<file path="src/rtl/ram_burst_reader_pkg.sv">
// Shared types and sizing for the RAM burst reader.
// Imported by the controller and its output buffer.
package ram_burst_reader_pkg;

  typedef enum logic [1:0] {
    IDLE,
    RUN,
    DRAIN
  } state_e;

  localparam int BUF_DEPTH = 2;
  localparam int OCC_W     = $clog2(BUF_DEPTH + 1);

endpackage

</file>
<file path="src/rtl/ram_burst_reader_if.sv">
// Request, RAM and stream signals of the burst reader.
// master = reader side, slave = environment side.
interface ram_burst_reader_if #(
  parameter int AWIDTH = 3,
  parameter int DWIDTH = 32
);

  logic              start;
  logic [AWIDTH-1:0] base_addr;
  logic [AWIDTH:0]   length;
  logic [AWIDTH-1:0] ram_addr;
  logic              ram_we;
  logic [DWIDTH-1:0] ram_dout;
  logic [DWIDTH-1:0] out_data;
  logic              out_valid;
  logic              out_ready;
  logic              busy;
  logic              done;

  modport master (
    input  start, base_addr, length,
    input  ram_dout, out_ready,
    output ram_addr, ram_we,
    output out_data, out_valid,
    output busy, done
  );

  modport slave (
    output start, base_addr, length,
    output ram_dout, out_ready,
    input  ram_addr, ram_we,
    input  out_data, out_valid,
    input  busy, done
  );

endinterface

</file>
<file path="src/rtl/ram_rd_skid_buf.sv">
// Two-entry FIFO: output register plus skid slot.
// Head is only replaced on a pop or when empty.
module ram_rd_skid_buf
  import ram_burst_reader_pkg::*;
#(
  parameter int DWIDTH = 32
) (
  input  logic              clock,
  input  logic              reset,
  input  logic              in_valid,
  input  logic [DWIDTH-1:0] in_data,
  input  logic              out_ready,
  output logic              out_valid,
  output logic [DWIDTH-1:0] out_data,
  output logic [OCC_W-1:0]  count
);

  logic [DWIDTH-1:0] head_q;
  logic [DWIDTH-1:0] skid_q;
  logic [OCC_W-1:0]  cnt_q;
  logic              pop;
  logic              full;

  assign out_valid = cnt_q != '0;
  assign out_data  = head_q;
  assign count     = cnt_q;
  assign pop       = out_valid && out_ready;
  assign full      = cnt_q == OCC_W'(BUF_DEPTH);

  always_ff @(posedge clock or posedge reset) begin
    if (reset) begin
      head_q <= '0;
      skid_q <= '0;
      cnt_q  <= '0;
    end else if (pop && full) begin
      head_q <= skid_q;
      if (in_valid) skid_q <= in_data;
      else cnt_q <= cnt_q - OCC_W'(1);
    end else if (pop) begin
      if (in_valid) head_q <= in_data;
      else cnt_q <= cnt_q - OCC_W'(1);
    end else if (in_valid) begin
      if (out_valid) skid_q <= in_data;
      else head_q <= in_data;
      cnt_q <= cnt_q + OCC_W'(1);
    end
  end

endmodule

</file>
<file path="src/rtl/ram_burst_reader.sv">
// Streams a burst of words from a sync-read RAM,
// with address generation and burst control.
module ram_burst_reader
  import ram_burst_reader_pkg::*;
#(
  parameter int AWIDTH = 3,
  parameter int DWIDTH = 32
) (
  input logic                clock,
  input logic                reset,
  ram_burst_reader_if.master bus
);

  localparam int CW = AWIDTH + 1;

  state_e            state_q;
  state_e            state_d;
  logic [AWIDTH-1:0] nxt_addr_q;
  logic [AWIDTH-1:0] addr_q;
  logic [CW-1:0]     len_q;
  logic [CW-1:0]     iss_cnt_q;
  logic [CW-1:0]     xfr_cnt_q;
  logic              inflight_q;
  logic              done_q;
  logic              issue;
  logic              pop;
  logic              accept;
  logic              last_iss;
  logic              last_xfr;
  logic [OCC_W-1:0]  buf_cnt;
  logic [OCC_W-1:0]  occ;

  ram_rd_skid_buf #(
    .DWIDTH (DWIDTH)
  ) u_buf (
    .clock     (clock),
    .reset     (reset),
    .in_valid  (inflight_q),
    .in_data   (bus.ram_dout),
    .out_ready (bus.out_ready),
    .out_valid (bus.out_valid),
    .out_data  (bus.out_data),
    .count     (buf_cnt)
  );

  assign pop      = bus.out_valid && bus.out_ready;
  assign accept   = (state_q == IDLE) && bus.start;
  // A word leaving on this edge frees its slot for a new read.
  assign occ      = buf_cnt + OCC_W'(inflight_q)
                  - OCC_W'(pop);
  assign last_iss = (iss_cnt_q + CW'(1)) == len_q;
  assign last_xfr = (xfr_cnt_q + CW'(1)) == len_q;

  assign bus.ram_addr = issue ? nxt_addr_q : addr_q;
  assign bus.ram_we   = 1'b0;
  assign bus.busy     = state_q != IDLE;
  assign bus.done     = done_q;

  always_ff @(posedge clock or posedge reset) begin
    if (reset) state_q <= IDLE;
    else       state_q <= state_d;
  end

  always_comb begin
    state_d = state_q;
    issue   = 1'b0;
    unique case (state_q)
      IDLE: begin
        if (bus.start && bus.length != '0)
          state_d = RUN;
      end
      RUN: begin
        if (occ < OCC_W'(BUF_DEPTH)) begin
          issue = 1'b1;
          if (last_iss) state_d = DRAIN;
        end
      end
      DRAIN: begin
        if (pop && last_xfr) state_d = IDLE;
      end
      default: state_d = IDLE;
    endcase
  end

  always_ff @(posedge clock or posedge reset) begin
    if (reset) begin
      nxt_addr_q <= '0;
      addr_q     <= '0;
      len_q      <= '0;
      iss_cnt_q  <= '0;
      xfr_cnt_q  <= '0;
      inflight_q <= 1'b0;
      done_q     <= 1'b0;
    end else begin
      inflight_q <= issue;
      done_q     <= (state_q == DRAIN) && pop && last_xfr;
      if (accept) begin
        len_q      <= bus.length;
        nxt_addr_q <= bus.base_addr;
        iss_cnt_q  <= '0;
        xfr_cnt_q  <= '0;
        done_q     <= bus.length == '0;
      end
      if (issue) begin
        addr_q     <= nxt_addr_q;
        nxt_addr_q <= nxt_addr_q + AWIDTH'(1);
        iss_cnt_q  <= iss_cnt_q + CW'(1);
      end
      if (pop) xfr_cnt_q <= xfr_cnt_q + CW'(1);
    end
  end

endmodule

</file>
<file path="src/flat_wrapper.sv">
// flat-port wrapper written by rule: the top's interface ports become plain ports
module ram_burst_reader_flat import ram_burst_reader_pkg::*;
#(
  parameter int AWIDTH = 3,
  parameter int DWIDTH = 32
)
  (clock, reset, bus_start, bus_base_addr, bus_length, bus_ram_dout, bus_out_ready, bus_ram_addr, bus_ram_we, bus_out_data, bus_out_valid, bus_busy, bus_done);
  ram_burst_reader_if #(.AWIDTH(AWIDTH), .DWIDTH(DWIDTH)) bus_i ();
  input logic clock;
  input logic reset;
  input wire logic [$bits(bus_i.start)-1:0] bus_start;
  input wire logic [$bits(bus_i.base_addr)-1:0] bus_base_addr;
  input wire logic [$bits(bus_i.length)-1:0] bus_length;
  input wire logic [$bits(bus_i.ram_dout)-1:0] bus_ram_dout;
  input wire logic [$bits(bus_i.out_ready)-1:0] bus_out_ready;
  output wire logic [$bits(bus_i.ram_addr)-1:0] bus_ram_addr;
  output wire logic [$bits(bus_i.ram_we)-1:0] bus_ram_we;
  output wire logic [$bits(bus_i.out_data)-1:0] bus_out_data;
  output wire logic [$bits(bus_i.out_valid)-1:0] bus_out_valid;
  output wire logic [$bits(bus_i.busy)-1:0] bus_busy;
  output wire logic [$bits(bus_i.done)-1:0] bus_done;
  assign bus_i.start = bus_start;
  assign bus_i.base_addr = bus_base_addr;
  assign bus_i.length = bus_length;
  assign bus_i.ram_dout = bus_ram_dout;
  assign bus_i.out_ready = bus_out_ready;
  assign bus_ram_addr = bus_i.ram_addr;
  assign bus_ram_we = bus_i.ram_we;
  assign bus_out_data = bus_i.out_data;
  assign bus_out_valid = bus_i.out_valid;
  assign bus_busy = bus_i.busy;
  assign bus_done = bus_i.done;
  ram_burst_reader #(.AWIDTH(AWIDTH), .DWIDTH(DWIDTH)) u_core (.clock(clock), .reset(reset), .bus(bus_i));
endmodule
</file>
<file path="config.mk">
export PLATFORM = sky130hd
export DESIGN_NAME = ram_burst_reader_flat
export DESIGN_NICKNAME = d
export VERILOG_FILES = /design/src/rtl/ram_burst_reader_pkg.sv /design/src/rtl/ram_burst_reader_if.sv /design/src/rtl/ram_rd_skid_buf.sv /design/src/rtl/ram_burst_reader.sv /design/src/flat_wrapper.sv
export SDC_FILE = /design/constraint.sdc
export NUM_CORES = 1
export LEC_CHECK = 0
export BUFFER_PORTS_ARGS = -buffer_cell sky130_fd_sc_hd__buf_2
export CAP_MARGIN = 30
export CORE_MARGIN = 1
export CORE_UTILIZATION = 55
export DETAILED_ROUTE_END_ITERATION = 8
export GPL_TIMING_DRIVEN = 1
export PLACE_DENSITY_LB_ADDON = 0.05
export SETUP_SLACK_MARGIN = 0.4
export SYNTH_ARGS = -nofsm -noshare
export SYNTH_HDL_FRONTEND = slang
export SYNTH_HIERARCHICAL = 1
export SYNTH_SLANG_ARGS = --single-unit
</file>
<file path="constraint.sdc">
create_clock -name clock -period 3.7 [get_ports clock]
set_clock_uncertainty 0.15 [all_clocks]
set_input_delay 0.74 -clock clock [delete_from_list [all_inputs] [get_ports clock]]
set_output_delay 0.74 -clock clock [all_outputs]
set_load 0.02 [all_outputs]
</file>
==> results.ini, run 1 <==
[setup_path]
start_kind = flop
worstPathRequired_ns = 2.81
crit_path_end_kind = output port
critPathMaxStageDelay_ns = 0.40
path_common_cell = inv_4
path_buf_inv = 5
crit_path_max_fanout = 4
crit_type = reg -> out
crit_family = flip-flops
path_cells = inv_2, ha_4, inv_4, nand2_4, inv_4, ha_4, xnor2_4, xor2_2, nand2_2, inv_4, mux2_4, buf_6
critical_path_arrival_ns = 2.35
slowest_stage = dfrtp_1

[drt]
ant_nets = 0
drtPass1Iterations = 9
first_iter_violations = 253
routed_wl_mm = 9.49
via_per_inst = 5.71
drc = 0
wl_per_cell_um = 16.4
vias = 3305

[global_route]
grt_first_pass_wirelength_mm = 15.6
grt_usage = 0.242
antenna_found_initial = 1
grt_max_degree = 39
overflow = 0
grt_pass1_vias = 3269

[sta]
worst_slew_pin_slew_ns = 0.816
setup_violations = 0
finalHoldViolCount = 0
rsz0062_at_grt = true
slew_headroom = 0.456
post-route-period-util = 0.877
final.setup.tns_ns = 0
worst_slack_ns = 0.457
final.min_clock_period_ns = 3.24
drv_slew = 0
fmax_mhz = 308

[final_layout]
layout-drive-gt1-share = 0.367
nFillCells = 576
nNetsFinal = 523
fin_area_um2 = 5100
area_delta_synth_final_pct = 19.8

[floorplan]
rows = 31
die_h_um = 89.9
core_area_um2 = 7370
die-area_um2 = 8090
start_util = 0.577
die_w_um = 89.9
num_io_pins = 82

[logic_synthesis]
syn_area_per_cell_um2 = 11.1
synthCells = 384
async_flop_share = 1.00
synth_ff_type = dfrtp_1
synth_top_area_cell = dfrtp_1
synth_area_um2 = 4250
synth_common_cells = 88 x dfrtp_1, 67 x inv_1, 35 x mux2_2
synth_area_leaders = dfrtp_1 52%, mux2_2 9.3%, a222oi_1 6.8%, inv_1 5.9%, o22ai_1 4.4%
synth_top_area_frac = 0.518
synth-seq-cells = 88
ys_types = 50
synth_most_common_cell = dfrtp_1
synthesis.nets = 433
yosys_warnings = 6
synth-seq-area-share = 0.518
synth-edff-count = 0

[power]
internal_power_w = 0.00308
p_comb_frac = 0.521
power_switching_w = 0.00217
p_clk_frac = 0.131
power.share.sequential = 0.348
powerDensity_nw_per_um2 = 1030
leakagePower_nw = 2.52
p_sw_frac = 0.413
ir_drop_uv = 878

[outcome]
status = completed

[placed_design]
placed_cell_area_um2 = 4740
finalWeightedCongestion = 0.814
io_buffers = 80
dp_slack_ns = 0.287
dp_hpwl_mm = 5.98

[clock_tree]
htreeDepth = 3
cts_buffers = 9
cts-root-buf = clkbuf_8
cts_sinks = 88
cts_tree = done
clk_pin_slew_ns = 0.09
hold_buffers = 0
clock_latency_ns = 0.35
cts_buffer_depth = 2

[worst_hold_path]
hp-class = in -> async

[flow_run]
drv_cap = 0

-- cell type report --
type / instances / area, um^2 / area share
antenna: 1 / 2.50 / 0.000491
clock buffer: 10 / 138 / 0.0270
clock inverter: 6 / 67.6 / 0.0133
inverter: 69 / 267 / 0.0523
multi-input combinational: 205 / 1730 / 0.340
sequential: 88 / 2200 / 0.432
tap: 99 / 124 / 0.0243
timing repair buffer: 101 / 564 / 0.111
-- cell families after synthesis --
group | Yosys count | share of synthesized area
AOI/OAI and AO/OA | 92 | 0.170
buffers and inverters | 91 | 0.0918
DFF | 88 | 0.518
and+or+nand+nor | 51 | 0.0606
muxes | 38 | 0.100
xor gates and xnor gates | 17 | 0.0418
adders and majority gates | 6 | 0.0176
other | 1 | 0.000882
-- worst paths after layout --
path	slack [ns]	depth (start not counted)	start	end
max	0.46	12	u_core/u_buf/count[0]$_DFFE_PP0P_	bus_ram_addr[2]
min	0.27	2	reset	u_core/u_buf/out_data[5]$_DFFE_PP0P_
max reg2reg	1.33	12	u_core/u_buf/count[0]$_DFFE_PP0P_	u_core/iss_cnt_q[0]$_DFFE_PP0P_
min reg2reg	0.35	1	u_core/addr_q[0]$_DFF_PP0_	u_core/addr_q[0]$_DFF_PP0_
max in group asynchronous	2.39	3	reset	u_core/u_buf/skid_q[16]$_DFFE_PP0P_
min in group clock	0.35	1	u_core/addr_q[0]$_DFF_PP0_	u_core/addr_q[0]$_DFF_PP0_
-- layout by cell type, fill, tap and decap left out, types with 4 or more instances in the layout --
cell type,instances
nand2b_1,4
o22ai_1,30
buf_2,79
a222oi_1,29
xnor2_1,9
inv_1,63
nor2_1,7
ha_1,4
xor2_1,5
buf_4,21
dfrtp_1,87
nand2_1,21
clkbuf_8,10
a21oi_1,5
o21ai_0,9
mux2_2,34
-- worst reg2reg max path, stage by stage, from the launching register on --
cell and delay (ns):
dfrtp_1 0.40, inv_2 0.09, ha_4 0.15, inv_4 0.05, nand2_4 0.07, inv_4 0.05, ha_4 0.17, xnor2_4 0.15
xor2_2 0.19, buf_4 0.14, buf_4 0.13, a21oi_1 0.34, mux2_2 0.24
-- routing by layer --
| layer | vias to the layer above | track usage | part of all wire |
|---|---|---|---|
| met4 | 0 | 0.102 | 0.020 |
| met2 | 116 | 0.405 | 0.49 |
| met5 | - | 0 | 0 |
| li1 | 1556 | - | - |
| met3 | 18 | 0.0381 | 0.053 |
| met1 | 1615 | 0.313 | 0.43 |
-- registers in the layout (all words and copies together), names as in the netlist --
| signal | cells |
|---|---|
| u_core/iss_cnt_q | 4 |
| u_core/state_q | 2 |
| u_core/u_buf/count | 2 |
| u_core/nxt_addr_q | 3 |
| u_core/u_buf/skid_q | 32 |
| u_core/addr_q | 3 |
| u_core/bus.done | 1 |
| u_core/inflight_q | 1 |
| u_core/xfr_cnt_q | 4 |
| u_core/len_q | 4 |
| u_core/u_buf/out_data | 32 |
-- per-stage QoR --
step / util / instances / hold slack [ns] / power (W)
6_report: 0.692 / 579 / 0.274 / 0.00524
5_1_grt: 0.691 / 578 / 0.313 / 0.00559
4_1_cts: 0.684 / 573 / 0.288 / 0.00517
3_5_place_dp: 0.643 / 550 / 0.327 / 0.00432
3_3_place_gp: 0.643 / 550 / 0.328 / 0.00424
2_1_floorplan: - / 384 / 0.315 / 0.00369
-- power by group through the flow --
stage / registers (W) / logic [W] / clock network, W
floorplan: 0.00198 / 0.00171 / 0
global placement: 0.00182 / 0.00242 / 0
global route: 0.00188 / 0.00296 / 0.000745
detailed placement: 0.00185 / 0.00247 / 0
CTS: 0.00182 / 0.00265 / 0.000701
finish: 0.00182 / 0.00273 / 0.000685
-- timing repair --
| action | in CTS | in global routing |
|---|---|---|
| setup endpoints to repair | 3 | 3 |
| buffers inserted | 7 | 5 |
| gates resized for setup | 12 | 3 |
| gates cloned | 0 | 0 |
| pin swaps | 3 | 4 |
No activity file was read; power rests on OpenSTA's default activity.
==> run 2: changes to the inputs <==
--- a/config.mk
+++ b/config.mk
@@ -10,7 +10,7 @@
 export CORE_MARGIN = 1
 export CORE_UTILIZATION = 55
 export DETAILED_ROUTE_END_ITERATION = 8
-export GPL_TIMING_DRIVEN = 1
+export GPL_TIMING_DRIVEN = 0
 export PLACE_DENSITY_LB_ADDON = 0.05
 export SETUP_SLACK_MARGIN = 0.4
 export SYNTH_ARGS = -nofsm -noshare
==> run 2 against run 1 <==
Against the previous run: via count grew 2.1%; combinational power up 6%; sequential cell count unchanged; clock power up 0.7%; fmax decreased by 2.9%; critical path type unchanged; total power increased by 2.7%; die area unchanged; first-iteration DRC count is 9.9% higher.
==> results.ini, run 2 (synthesis results as in run 1) <==
[floorplan]
rows = 31  ; unchanged
die-area_um2 = 8090  ; unchanged
die_h_um = 89.9  ; unchanged
num_io_pins = 82  ; unchanged
die_w_um = 89.9  ; unchanged
core_area_um2 = 7370  ; unchanged
start_util = 0.577  ; unchanged

[setup_path]
start_kind = flop  ; unchanged
worstPathRequired_ns = 2.81  ; about the same
critical_path_arrival_ns = 2.45  ; was 2.35 ns
crit_type = reg -> out  ; unchanged
crit_family = buffers and inverters  ; was flip-flops
path_buf_inv = 6  ; was 5
crit_path_max_fanout = 4  ; unchanged
crit_path_end_kind = output port  ; unchanged
slowest_stage = dfrtp_1  ; unchanged
path_cells = inv_2, ha_4, inv_6, clkbuf_16, nand2_8, inv_6, ha_4, nor2b_4, xor2_2, nand2_2, inv_4, mux2_4, buf_6  ; was inv_2, ha_4, inv_4, nand2_4, inv_4, ha_4, xnor2_4, xor2_2, nand2_2, inv_4, mux2_4, buf_6
critPathMaxStageDelay_ns = 0.41  ; was 0.40 ns

[power]
p_comb_frac = 0.537  ; was 0.521
p_clk_frac = 0.128  ; was 0.131
leakagePower_nw = 2.56  ; was 2.52 nW
internal_power_w = 0.00315  ; was 0.00308 W
ir_drop_uv = 890  ; was 878 uV
powerDensity_nw_per_um2 = 1040  ; was 1030 nW/um^2
power_switching_w = 0.00223  ; was 0.00217 W
power.share.sequential = 0.335  ; was 0.348
p_sw_frac = 0.414  ; was 0.413
power_w = 0.00538  ; was 0.00524 W

[final_layout]
layout-drive-gt1-share = 0.372  ; was 0.367
nFillCells = 582  ; was 576
nNetsFinal = 538  ; was 523
most-common-layout-cells = 87 x dfrtp_1, 85 x buf_2, 63 x inv_1  ; was 87 x dfrtp_1, 79 x buf_2, 63 x inv_1
area_delta_synth_final_pct = 22.1  ; was 19.8%
layout_commonest_cell = dfrtp_1  ; unchanged
n_antenna_cell = 0  ; was 1

[global_route]
grt_pass1_vias = 3331  ; was 3269
grt.busiest_layer = met2  ; unchanged
grt_max_degree = 67  ; was 39
use_met1 = 0.328  ; was 0.313
overflow = 0  ; unchanged
antenna_found_initial = 0  ; was 1
gr-usage-met3 = 0.0508  ; was 0.0381
grt_use_met2 = 0.420  ; was 0.405
grt_first_pass_wirelength_mm = 16.2  ; was 15.6 mm
grt_usage = 0.252  ; was 0.242

[clock_tree]
hold_buffers = 0  ; unchanged
cts_tree = done  ; unchanged
cts_sinks = 88  ; unchanged
clock_latency_ns = 0.36  ; was 0.35 ns
cts_buffer_depth = 2  ; unchanged
clk_pin_slew_ns = 0.08  ; was 0.09 ns
htreeDepth = 3  ; unchanged
cts_buffers = 9  ; unchanged
cts-root-buf = clkbuf_8  ; unchanged

[drt]
drtPass1Iterations = 5  ; was 9
routed_wl_mm = 9.84  ; was 9.49 mm
vias = 3374  ; was 3305
via_per_inst = 5.69  ; was 5.71
ant_nets = 0  ; unchanged
drc = 0  ; unchanged
wl_per_cell_um = 16.6  ; was 16.4 um
first_iter_violations = 278  ; was 253

[placed_design]
finalWeightedCongestion = 0.759  ; was 0.814
io_buffers = 80  ; unchanged
dp_hpwl_mm = 6.54  ; was 5.98 mm
dp_slack_ns = -0.0595  ; was 0.287 ns

[sta]
worst_slack_ns = 0.360  ; was 0.457 ns
hold_slack_ns = 0.345  ; was 0.274 ns
fmax_mhz = 299  ; was 308 MHz
post-route-period-util = 0.903  ; was 0.877
worst_slew_pin_slew_ns = 0.846  ; was 0.816 ns
rsz0062_at_grt = true  ; unchanged
setup_violations = 0  ; unchanged
slew_headroom = 0.436  ; was 0.456
drv_slew = 0  ; unchanged
final.min_clock_period_ns = 3.34  ; was 3.24 ns
finalHoldViolCount = 0  ; unchanged

[worst_hold_path]
hp-class = reg -> reg  ; was in -> async

[outcome]
status = completed  ; unchanged

[flow_run]
drv_cap = 0  ; unchanged

==> run 2: worst register-to-register path: stages (launching register included) <==
cell and delay [ns]:
dfrtp_1 0.41, inv_2 0.08, ha_4 0.15, inv_6 0.04, clkbuf_16 0.14, nand2_8 0.06, inv_6 0.04, ha_4 0.21
nor2b_4 0.13, xor2_2 0.20, buf_4 0.14, buf_4 0.11, a21oi_1 0.15, a221o_1 0.42
==> run 2: cell type report <==
cell class,instances,area [um^2],area share
Inverter,69,274,0.0527
Clock inverter,7,78.8,0.0152
Tap cell,99,124,0.0238
Timing Repair Buffer,94,512,0.0985
Buffer,22,153,0.0294
Clock buffer,9,124,0.0238
Multi-Input combinational cell,205,1730,0.333
Sequential cell,88,2200,0.424
==> run 2: metal layers <==
metal	part of all wire	wire length [um]
met5	0	0
met1	0.44	4280
met2	0.50	4880
met4	0.017	169
met3	0.052	511
==> run 2: what timing repair did <==
| item | CTS | global route |
|---|---|---|
| setup endpoints to repair | 3 | 3 |
| gates resized for setup | 19 | 0 |
| buffers inserted | 12 | 2 |
| pin swaps | 4 | 1 |
==> run 2: final timing paths <==
| check | slack, ns | cells after the start | start | to |
|---|---|---|---|---|
| worst min register to register | 0.35 | 1 | u_core/addr_q[0]$_DFF_PP0_ | u_core/addr_q[0]$_DFF_PP0_ |
| max in group asynchronous | 2.41 | 2 | reset | u_core/u_buf/count[1]$_DFFE_PP0P_ |
| worst max-delay path | 0.36 | 13 | u_core/u_buf/count[0]$_DFFE_PP0P_ | bus_ram_addr[2] |
| worst min-delay path | 0.35 | 1 | u_core/addr_q[0]$_DFF_PP0_ | u_core/addr_q[0]$_DFF_PP0_ |
| worst max register to register | 1.15 | 13 | u_core/u_buf/count[0]$_DFFE_PP0P_ | u_core/iss_cnt_q[2]$_DFFE_PP0P_ |
| min in group asynchronous | 0.39 | 2 | reset | u_core/u_buf/out_data[5]$_DFFE_PP0P_ |
==> run 2: through the flow <==
stage,TNS (ns),utilization,instances,area (um^2)
after floorplan,0,-,384,4270
after global placement,-0.0480,0.651,563,4800
after detailed placement,-0.0595,0.651,563,4800
after CTS,0,0.703,591,5180
after global routing,0,0.705,593,5200
final,0,0.705,593,5200
==> run 2: power by group through the flow <==
stage	combinational, W	sequential (W)	clock, W
2_1_floorplan	0.00171	0.00198	0
3_3_place_gp	0.00248	0.00180	0
3_5_place_dp	0.00255	0.00183	0
4_1_cts	0.00285	0.00180	0.000703
5_1_grt	0.00313	0.00187	0.000739
6_report	0.00289	0.00181	0.000690
